## src/rtl/alu_share_arbiter.sv

```systemverilog
// Two-lane round-robin arbiter plus operand/result pipeline for a shared ALU.
// Ports: clk, reset, flush, req0_*/req1_* issue lanes, alu_* ALU link, res_* writeback.
module alu_share_arbiter #(
  parameter int XLEN  = 32,
  parameter int CTRLW = 4,
  parameter int TAGW  = 5
) (
  input  logic             clk,
  input  logic             reset,
  input  logic             flush,
  input  logic             req0_valid,
  output logic             req0_ready,
  input  logic [XLEN-1:0]  req0_a,
  input  logic [XLEN-1:0]  req0_b,
  input  logic [CTRLW-1:0] req0_ctrl,
  input  logic [TAGW-1:0]  req0_tag,
  input  logic             req1_valid,
  output logic             req1_ready,
  input  logic [XLEN-1:0]  req1_a,
  input  logic [XLEN-1:0]  req1_b,
  input  logic [CTRLW-1:0] req1_ctrl,
  input  logic [TAGW-1:0]  req1_tag,
  output logic [XLEN-1:0]  alu_a,
  output logic [XLEN-1:0]  alu_b,
  output logic [CTRLW-1:0] alu_ctrl,
  input  logic [XLEN-1:0]  alu_result,
  input  logic             alu_zero,
  output logic             res_valid,
  input  logic             res_ready,
  output logic [XLEN-1:0]  res_data,
  output logic             res_zero,
  output logic             res_lane,
  output logic [TAGW-1:0]  res_tag,
  output logic             res_illegal
);

  typedef struct packed {
    logic [XLEN-1:0]  a;
    logic [XLEN-1:0]  b;
    logic [CTRLW-1:0] ctrl;
    logic [TAGW-1:0]  tag;
    logic             lane;
  } op_t;

  logic s1_valid;
  op_t  s1;
  op_t  sel;
  logic rr_last;
  logic s2_take;
  logic s1_take;
  logic hs0;
  logic hs1;
  logic hs;
  logic illegal;

  assign s2_take = !res_valid || res_ready;
  assign s1_take = !s1_valid || s2_take;

  // Each ready masks only the other lane's claim, so the
  // two handshakes are mutually exclusive by construction.
  assign req0_ready = s1_take && !flush
                   && !(req1_valid && !rr_last);
  assign req1_ready = s1_take && !flush
                   && !(req0_valid && rr_last);

  assign hs0 = req0_valid && req0_ready;
  assign hs1 = req1_valid && req1_ready;
  assign hs  = hs0 || hs1;

  always_comb begin
    sel = '0;
    unique case (1'b1)
      hs1: begin
        sel.a    = req1_a;
        sel.b    = req1_b;
        sel.ctrl = req1_ctrl;
        sel.tag  = req1_tag;
        sel.lane = 1'b1;
      end
      default: begin
        sel.a    = req0_a;
        sel.b    = req0_b;
        sel.ctrl = req0_ctrl;
        sel.tag  = req0_tag;
        sel.lane = 1'b0;
      end
    endcase
  end

  assign alu_a    = s1.a;
  assign alu_b    = s1.b;
  assign alu_ctrl = s1.ctrl;
  assign illegal  = s1.ctrl > CTRLW'(12);

  always_ff @(posedge clk or posedge reset) begin
    if (reset) begin
      rr_last <= 1'b1;
    end else if (hs) begin
      rr_last <= hs1;
    end
  end

  always_ff @(posedge clk or posedge reset) begin
    if (reset) begin
      s1_valid <= 1'b0;
      s1       <= '0;
    end else if (flush) begin
      s1_valid <= 1'b0;
    end else if (s1_take) begin
      s1_valid <= hs;
      if (hs) begin
        s1 <= sel;
      end
    end
  end

  // Undefined opcodes leave the ALU output undefined, so the
  // result is forced to a clean zero instead of trusting it.
  always_ff @(posedge clk or posedge reset) begin
    if (reset) begin
      res_valid   <= 1'b0;
      res_data    <= '0;
      res_zero    <= 1'b0;
      res_lane    <= 1'b0;
      res_tag     <= '0;
      res_illegal <= 1'b0;
    end else if (flush) begin
      res_valid <= 1'b0;
    end else if (s2_take) begin
      res_valid   <= s1_valid;
      res_illegal <= illegal;
      if (s1_valid) begin
        res_data <= illegal ? '0 : alu_result;
        res_zero <= illegal ? 1'b1 : alu_zero;
        res_lane <= s1.lane;
        res_tag  <= s1.tag;
      end
    end
  end

endmodule

```

## config.mk

```make
export PLATFORM = sky130hd
export DESIGN_NAME = alu_share_arbiter
export DESIGN_NICKNAME = d
export VERILOG_FILES = /design/src/rtl/alu_share_arbiter.sv
export SDC_FILE = /design/constraint.sdc
export NUM_CORES = 1
export LEC_CHECK = 0
export BUFFER_PORTS_ARGS = -buffer_cell sky130_fd_sc_hd__buf_2
export CAP_MARGIN = 5
export CORE_MARGIN = 2
export CORE_UTILIZATION = 38
export DETAILED_ROUTE_END_ITERATION = 7
export HOLD_SLACK_MARGIN = 0.15
export PLACE_DENSITY_LB_ADDON = 0.15
export SYNTH_ARGS = -nofsm -noshare
export SYNTH_HDL_FRONTEND = slang
export SYNTH_SLANG_ARGS = --single-unit
```

## constraint.sdc

```tcl
create_clock -name clk -period 4 [get_ports clk]
set_input_delay 0.6 -clock clk [delete_from_list [all_inputs] [get_ports clk]]
set_output_delay 0.6 -clock clk [all_outputs]
set_load 0.02 [all_outputs]
```

# Word level (Yosys, flattened, before mapping)
# Cells that the tools add are included.
word_totals:
  out_inout_bits: 111
  input_bits: 185
  regBits: 117
classes:
  bitwise_logic: 1
  mux: 7
  order_cmp: 1
  n_reduce_logical: 21
op_table:
  columns: ["cell", "count"]
  rows:
  - ["$mux 74", 1]
  - ["$mux 32", 1]
  - ["$logic_and 1x1->1", 7]
  - ["$logic_not 1->1", 6]
  - ["$reduce_and 3->1", 2]
  - ["$mux 1", 5]
  - ["$gt 4x4->1 const B", 1]
  - ["$reduce_bool 2->1", 2]
  - ["$logic_or 1x1->1", 3]
  - ["$reduce_and 2->1", 1]
  - ["$not 1->1", 1]

# Logic depth before layout (Yosys ltp)
# Gate-level depths: netlist of run 1.
depth:
  word_depth: 9
  mapped_depth: 6
  depth_no_buf: 3

# Worst setup path before layout of run 1
# No wires, ideal clock.
synth_timing:
  path_kind: "input-to-output"
  start: "in res_ready"
  end: "out req1_ready"
  t_required_ns: 3.400
  cell_stages: 5
  arrival_time_ns: 1.711
  path_slack_ns: 1.689
  path_cell_list: "and3b_1 > buf_2 > buf_6 > buf_6 > a211oi_1"
synth_via:
  elab_chain_cells: 4
synth_rtl:
  columns: ["element", "line", "rtl"]
  rows:
  - ["start, declared", "29", "input logic res_ready,"]
  - ["$logic_or 1x1->1", "56", "assign s2_take = !res_valid || res_ready;"]
  - ["$logic_or 1x1->1", "57", "assign s1_take = !s1_valid || s2_take;"]
  - ["$logic_and 1x1->1", "63", "assign req1_ready = s1_take && !flush"]
  - ["$logic_and 1x1->1", "64", "&& !(req0_valid && rr_last);"]
  - ["end, declared", "18", "output logic req1_ready,"]
# No other way between the ends.

# Worst setup path after layout of run 1
# Ends and elaborated chain as after synthesis.

==> flow_summary.yaml, run 1 <==
outcome:
  run_status: "completed"
route:
  wl_per_cell_um: 17.1
  remaining_drc_errors: 0
  num_vias: 5687
  postRouteAntennaNets: 0
  drtPass1Iterations: 6
  viasPerCell: 5.20
  drt-total-wl_um: 18700
  drtIter0Drc: 329
sta:
  slew_violations: 0
  setup-tns-final_ps: 0
  max_freq_mhz: 431
  period_minus_slack_ps: 2320
  tightest_slew_ps: 1140
  rsz0062_at_grt: "no"
  hold_violations: 0
  fin_crit_sh_pct: 58.1
  setup_viol: 0
  relSlewSlack_pct: 23.6
  finClkSkew_ps: 10.6
worst_setup_path:
  reg2reg_to: "s1[2]$_DFFE_PP0P_"
  end_kind: "output port"
  cp.arrival_ps: 1720
  crit_start: "res_ready"
  reg2reg_slack_ps: 1960
  crit_end: "req1_ready"
  worst_r2r_path_depth: 4
  worst-setup-path-type: "in2out"
  cp_max_fo: 42
  start_kind: "input port"
  timing.rr.start: "s1_valid$_DFFE_PP0P_"
  cp.required_ps: 3400
clocking:
  cts_buffers: 17
  cts_tree: "yes"
  htreeDepth: 4
  cts_root_buffer: "clkbuf_16"
  hold_buffers: 0
  path_clk_slew_ps: 50
  clock_latency_ps: 410
  cts_resized: 0
  post-cts-setup-buffers: 0
  cts.sinks: 117
  clk_path_buf_depth: 2
final_layout:
  syn_to_final_growth_pct: 26.1
  layout_commonest_cell: "buf_2"
  multi_input_area_mm2: 0.00241
  fin_nets: 1045
  drive_gt1_share_pct: 40.3
  seq_area_mm2: 0.00293
  fill_cells: 1591
  final_cell_mix: "buf_2, dfrtp_1, nand2_1"
  antennaDiodeCount: 0
floorplanning:
  placement_rows: 47
  dieHeight_um: 133
  coreArea_mm2: 0.0164
  fp.dieW_um: 133
  io_pins: 296
  start_util_pct: 38.4
  dieArea_mm2: 0.0176
min_path:
  min_path_type: "in2async"
logic_synthesis:
  ys_seq_area_share_pct: 46.5
  avgSynthCellArea_um2: 9.40
  synth-compound-area-share_pct: 23.7
  synth-seq-cells: 117
  synth_warnings: 0
  ys_types: 34
  yosys.area_share.xor_xnor_pct: 0
  syn_area_mm2: 0.00630
  synth_top_family_by_area: "compound AO/OA/AOI/OAI gates"
  muxShareOfSynthArea_pct: 6.34
  synthCells: 670
  synth-simple-area-share_pct: 7.55
  synth_adder_area_share_pct: 0
  syn_nets: 855
global_routing:
  grt_remaining_overflow: 0
  grt_max_degree: 85
  grt_pass1_wl_um: 30100
  antenna_found_initial: 0
  grt_pass1_vias: 5798
  track_usage_pct: 21.4
pwr:
  pwr-share-seq_pct: 36.0
  power_uw: 4320
  p_per_area_mw_per_mm2: 543
  peakVddDrop_mv: 0.271
  power_frac_comb_pct: 26.6
  p_leak_uw: 0.00375
  internal_power_uw: 2920
  clkPwrFrac_pct: 37.3
  sw_frac_of_total_pct: 32.3
  power.net_switching_uw: 1400
place:
  gp_congestion: 0.785
  dp_hpwl_um: 12500
  port_buffers: 295
flow_run:
  drv_cap: 0
## flip-flops by register name (all words and copies together), names as in the netlist, 4 cells and up
register / cells
alu_b: 32
s1: 6
alu_ctrl: 4
res_data: 32
alu_a: 32
res_tag: 5
## synth_stat cells, drive strengths merged
library cell | n | area [um2]
nor2b | 2 | 15.0
mux2 | 7 | 78.8
nor2 | 3 | 11.3
nand2 | 105 | 394
nor3 | 2 | 15.0
a31oi | 73 | 457
a21bo | 1 | 10.0
buf | 118 | 813
o31ai | 74 | 596
o32ai | 1 | 8.76
nand3b | 1 | 7.51
o21ai | 1 | 5.00
mux2i | 32 | 320
nor3b | 1 | 12.5
clkbuf | 15 | 56.3
a211oi | 1 | 7.51
a21boi | 1 | 7.51
a21oi | 74 | 370
nand2b | 1 | 6.26
and3b | 1 | 8.76
nand3 | 1 | 5.00
o211ai | 1 | 12.5
o21ba | 1 | 10.0
dfstp | 1 | 26.3
a32o | 1 | 10.0
dfrtp | 116 | 2900
inv | 35 | 131
## routing by layer
metal	wire [um]	track usage [%]	vias up
met3	1350	5.13	31
met1	7920	26.7	2712
li1	-	-	2684
met4	425	7.83	0
met2	9030	36.3	260
met5	0	0	-
## through the flow
step	std cells	setup slack [ps]	hold WS (ps)	util [%]	cell area, um2
6_report	1093	1680	247	48.4	7950
5_1_grt	1093	1580	269	48.4	7950
4_1_cts	1093	1640	252	48.4	7950
3_5_place_dp	1061	1520	472	44.6	7320
3_3_place_gp	1061	1530	463	44.6	7320
2_1_floorplan	670	301	464	-	6300
## layout make-up
type | count | area share, %
repair buffers | 304 | 19.8
multi-input cells | 385 | 30.3
well taps | 220 | 3.46
flip-flops and latches | 117 | 36.9
inverters | 35 | 1.69
clock buffers | 23 | 6.02
clock inverters | 9 | 1.87
## critical path: stages
cell and delay (ps):
buf_2 110, and3b_4 690, a211oi_1 100, buf_2 220
## logic make-up after synthesis
family | count (synthesis)
compound gates | 229
buf+inv | 168
flops | 117
mux | 39
simple gates | 117
## power groups by stage
stage               Clock, uW  Combinational (uW)  Sequential [uW]
floorplan                   0                 733             1690
finish                   1610                1150             1560
detailed placement          0                1160             1570
global route             1710                1260             1590
CTS                      1640                1160             1560
global placement            0                1140             1570
## how the worst min path moves through the flow
stage / end / slack, ps / cells past startpoint
after floorplan: res_lane$_DFFE_PP0P_ / 460 / 1
after global routing: res_data[27]$_DFFE_PP0P_ / 270 / 2
after global placement: res_zero$_DFFE_PP0P_ / 460 / 1
after detailed placement: res_tag[0]$_DFFE_PP0P_ / 470 / 1
final: res_data[22]$_DFFE_PP0P_ / 250 / 2
after CTS: res_data[27]$_DFFE_PP0P_ / 250 / 2
Power figures use the tool's default switching activity.
==> inputs of run 2 (changes only) <==
ABC_AREA = 1   (was default)
clock period = 2.1 ns   (was 4 ns; I/O delays follow)
==> flow_summary.yaml, run 2 <==
outcome:
  run_status: "completed"
worst_setup_path:
  cp.arrival_ps: 1560
  crit_end: "req0_ready"
  reg2reg_to: "s1[3]$_DFFE_PP0P_"
  worst_r2r_path_depth: 7
  cp.required_ps: 1780
  reg2reg_slack_ps: 510
  timing.rr.start: "res_valid$_DFFE_PP0P_"
  cp_max_fo: 4
  worst-setup-path-type: "in2out"
  crit_start: "flush"
  end_kind: "output port"
  start_kind: "input port"
place:
  dp_slack_ps: 469
  dp_cells: 1301
  gp_congestion: 0.770
  dp_hpwl_um: 11600
  port_buffers: 295
logic_synthesis:
  synth-seq-cells: 117
  ys_seq_area_share_pct: 46.2
  avgSynthCellArea_um2: 7.20
  synthCells: 881
  ys_types: 19
  syn_nets: 1066
  async_flop_share_pct: 100
  synth_commonest_cells: "nand2_1, inv_1, dfrtp_1, buf_4, nand3_1"
  syn_area_mm2: 0.00634
  synth_area_leaders: "dfrtp_1, nand2_1, buf_4"
  ys.flop_type: "dfrtp_1"
  synth_warnings: 0
  yosysMostFrequentCell: "nand2_1"
  yosysTopAreaCellShare_pct: 45.8
  yosysTopAreaCell: "dfrtp_1"
  synth-edff-count: 0
final_layout:
  antennaDiodeCount: 0
  final_cell_mix: "nand2_1, buf_2, inv_1"
  drive_gt1_share_pct: 30.4
  fin_cells: 1367
  fin_nets: 1320
  layout_commonest_cell: "nand2_1"
  seq_area_mm2: 0.00293
  fin_util_pct: 50.9
  fill_cells: 1710
  syn_to_final_growth_pct: 32.2
  multi_input_area_mm2: 0.00205
pwr:
  pwr-share-seq_pct: 38.0
  power_frac_comb_pct: 25.0
  p_leak_uw: 0.00529
  p_per_area_mw_per_mm2: 890
  power_uw: 7470
  peakVddDrop_mv: 0.540
  power.net_switching_uw: 2360
  internal_power_uw: 5100
  sw_frac_of_total_pct: 31.7
  clkPwrFrac_pct: 37.0
min_path:
  min_path_type: "in2reg"
sta:
  setup_viol: 0
  hold_violations: 0
  tightest_slew_ps: 642
  finClkSkew_ps: 10.1
  max_freq_mhz: 534
  rsz0062_at_grt: "no"
  period_minus_slack_ps: 1870
  setup_slack_ps: 226
  relSlewSlack_pct: 57.1
  setup-tns-final_ps: 0
  fin_crit_sh_pct: 89.2
  slew_violations: 0
route:
  postRouteAntennaNets: 0
  drtPass1Iterations: 5
  wl_per_cell_um: 12.4
  num_vias: 5831
  drt-total-wl_um: 16900
  viasPerCell: 4.27
  drtIter0Drc: 245
  remaining_drc_errors: 0
clocking:
  htreeDepth: 4
  cts_buffers: 17
  cts_root_buffer: "clkbuf_16"
  cts_tree: "yes"
  path_clk_slew_ps: 50
  cts_resized: 0
  cts.sinks: 117
  clock_latency_ps: 410
  clk_path_buf_depth: 2
floorplanning:
  dieHeight_um: 133
  coreArea_mm2: 0.0165
  start_util_pct: 38.5
  io_pins: 296
  placement_rows: 47
  fp.dieW_um: 133
  dieArea_mm2: 0.0177
global_routing:
  grt_remaining_overflow: 0
  grt_pass1_vias: 5478
  track_usage_pct: 19.3
  antenna_found_initial: 0
  grt_max_degree: 76
  grt_pass1_wl_um: 27100
flow_run:
  drv_cap: 0
==> run 2: cell count changes in the layout (fill, tap and decap cells not counted), moves of 4 or more <==
cell / previous run / this run
a31oi_1: 73 / 0
o31ai_1: 66 / 0
a21oi_1: 74 / 3
nand3_1: 1 / 73
mux2_1: 7 / 0
dlygate4sd3_1: 0 / 35
o21ai_0: 0 / 4
inv_1: 33 / 153
o31ai_2: 8 / 0
mux2i_1: 32 / 0
nand2_1: 105 / 408
==> run 2: worst max-delay path, cell delays in order <==
cell and delay (ps):
dlygate4sd3_1 530, buf_2 150, inv_2 110, nand2_2 90, a21oi_1 140, buf_2 210
==> run 2: per-layer routing <==
metal	vias to the layer above	wire [um]	global-route usage, %
met1	2607	7600	24.3
li1	3002	-	-
met4	0	357	7.15
met5	-	0	0
met2	202	7700	31.3
met3	20	1280	5.94
==> run 2: layout make-up <==
cell class / count / area share [%]
Clock buffer: 21 / 5.49
Clock inverter: 10 / 1.27
Inverter: 158 / 7.12
Multi-Input combinational cell: 501 / 24.5
Sequential cell: 117 / 34.9
Tap cell: 220 / 3.28
Timing Repair Buffer: 340 / 23.4
==> run 2: worst min path at each step <==
stage	endpoint	depth (start not counted)	startpoint	slack (ps)
3_5_place_dp	alu_b[13]$_DFFE_PP0P_	2	reset	350
2_1_floorplan	res_valid$_DFFE_PP0P_	1	flush	380
4_1_cts	alu_a[26]$_DFFE_PP0P_	5	req1_a[26]	180
5_1_grt	alu_b[28]$_DFFE_PP0P_	5	req1_b[28]	200
3_3_place_gp	alu_b[14]$_DFFE_PP0P_	2	reset	340
6_report	alu_a[26]$_DFFE_PP0P_	5	req1_a[26]	200
==> run 2: what timing repair did <==
action                    in CTS  in global routing
hold buffers                  35                  0
hold endpoints to repair      49                  0
setup buffers                  0                  0
==> run 2: metrics by stage <==
stage | hold WS (ps) | cell area [um2]
global route | 199 | 8390
global placement | 343 | 7470
floorplan | 378 | 6350
detailed placement | 350 | 7470
CTS | 183 | 8390
finish | 196 | 8390
==> run 2: logic make-up after synthesis <==
logic type	synth area share [%]
compound gates	0.690
buf+inv	21.6
flops	46.2
simple gates	31.6
==> run 2: power groups by stage <==
| stage | clock [uW] | sequential [uW] | combinational (uW) |
|---|---|---|---|
| after detailed placement | 0 | 2860 | 1840 |
| after global placement | 0 | 2870 | 1820 |
| after CTS | 2830 | 2840 | 1890 |
| final | 2760 | 2840 | 1860 |
| after floorplan | 0 | 3030 | 1230 |
| after global routing | 2940 | 2880 | 2060 |
==> inputs of run 3 (changes only) <==
CTS_BUF_LIST = sky130_fd_sc_hd__clkbuf_8   (was default)
==> flow_summary.yaml, run 3 (synthesis gave the netlist of run 2 again) <==
route:
  postRouteAntennaNets: 0
  drtIter0Drc: 256
  num_vias: 5895
  drt-total-wl_um: 17000
  drtPass1Iterations: 7
  remaining_drc_errors: 0
  viasPerCell: 4.28
  wl_per_cell_um: 12.3
sta:
  setup-tns-final_ps: 0
  finClkSkew_ps: 13.0
  setup_viol: 0
  relSlewSlack_pct: 56.7
  hold_violations: 0
  period_minus_slack_ps: 1870
  slew_violations: 0
  fin_crit_sh_pct: 89.2
  max_freq_mhz: 534
  rsz0062_at_grt: "no"
  tightest_slew_ps: 648
place:
  dp_hpwl_um: 11600
  port_buffers: 295
  gp_congestion: 0.770
floorplanning:
  dieArea_mm2: 0.0177
  coreArea_mm2: 0.0165
  io_pins: 296
  placement_rows: 47
  dieHeight_um: 133
  start_util_pct: 38.5
  fp.dieW_um: 133
worst_setup_path:
  critPathSlowestCell: "dlygate4sd3_1"
  end_kind: "output port"
  cp.required_ps: 1780
  crit_top_cell: "buf_2"
  start_kind: "input port"
  worst-setup-path-type: "in2out"
  cp.arrival_ps: 1560
  cp_max_fo: 4
  max_stage_delay_ps: 530
  cp_cell_sequence: "dlygate4sd3_1 > buf_2 > inv_2 > nand2_2 > a21oi_1 > buf_2"
clocking:
  clock_latency_ps: 430
  post-cts-setup-buffers: 0
  cts_tree: "yes"
  path_clk_slew_ps: 70
  cts_buffers: 17
  clk_path_buf_depth: 2
  cts.sinks: 117
  hold_buffers: 45
  cts_resized: 0
  cts_root_buffer: "clkbuf_8"
  htreeDepth: 4
pwr:
  p_leak_uw: 0.00525
  internal_power_uw: 4410
  power_frac_comb_pct: 28.1
  sw_frac_of_total_pct: 34.0
  p_per_area_mw_per_mm2: 806
  peakVddDrop_mv: 0.352
  power.net_switching_uw: 2270
  pwr-share-seq_pct: 42.4
  power_uw: 6680
  clkPwrFrac_pct: 29.6
global_routing:
  track_usage_pct: 19.4
  grt_remaining_overflow: 0
  antenna_found_initial: 0
  grt_max_degree: 76
  grt_pass1_wl_um: 27300
  grt_pass1_vias: 5533
final_layout:
  antennaDiodeCount: 0
  layout_commonest_cell: "nand2_1"
  fin_util_pct: 50.4
  syn_to_final_growth_pct: 30.8
  final_cell_mix: "nand2_1, buf_2, inv_1"
  fin_nets: 1330
  drive_gt1_share_pct: 30.2
flow_run:
  drv_cap: 0
min_path:
  min_path_type: "in2reg"
outcome:
  run_status: "completed"
## run 3: cell types whose count changed in the layout (fill, tap and decap cells not counted)
cell,previous run,this run
clkbuf_1,2,0
dlygate4sd3_1,35,45
clkbuf_16,17,0
inv_1,153,155
clkbuf_8,2,19
## run 3: layout make-up
type	count	area, um2
Inverter	158	597
Multi-Input combinational cell	501	2050
Tap cell	220	275
Timing Repair Buffer	350	2060
Sequential cell	117	2930
Fill cell	1725	8170
Clock inverter	12	114
Clock buffer	19	262
## run 3: power groups by stage
stage               Sequential (uW)  Combinational [uW]  Clock (uW)
floorplan                      3030                1230           0
global placement               2870                1820           0
detailed placement             2860                1840           0
CTS                            2830                1900        2040
global route                   2880                2070        2150
finish                         2830                1880        1980
## run 3: worst paths after layout
kind	end	cells past startpoint	slack [ps]	start
setup / recovery	req0_ready	6	230	flush
hold / removal	alu_b[1]$_DFFE_PP0P_	5	180	req1_b[1]
setup reg to reg	alu_a[30]$_DFFE_PP0P_	7	540	res_valid$_DFFE_PP0P_
hold reg to reg	res_tag[1]$_DFFE_PP0P_	2	470	res_tag[1]$_DFFE_PP0P_
max in group asynchronous	res_data[26]$_DFFE_PP0P_	4	1030	reset
min in group asynchronous	alu_b[13]$_DFFE_PP0P_	3	440	reset
## run 3: per-stage QoR
stage          cell area, um2  worst slack (ps)  hold slack [ps]  instances
6_report                 8300               226              178       1377
3_3_place_gp             7470               516              343       1301
5_1_grt                  8300               142              151       1377
3_5_place_dp             7470               469              350       1301
2_1_floorplan            6350               358              378        881
4_1_cts                  8300               187              150       1377
## run 3: per-layer routing
metal  wire length (um)  share of wire, %  up-vias  GRT usage, %
met1               7550                44     2618          24.4
met5                  0                 0        -             0
li1                   -                 -     3022             -
met4                313               1.8        0          6.50
met2               7690                45      236          31.2
met3               1430               8.4       19          6.74
## run 3: critical path, delay by kind of cell
family          cells  cell delay (ps)
buf+inv             4             1000
compound gates      1              140
simple gates        1               90
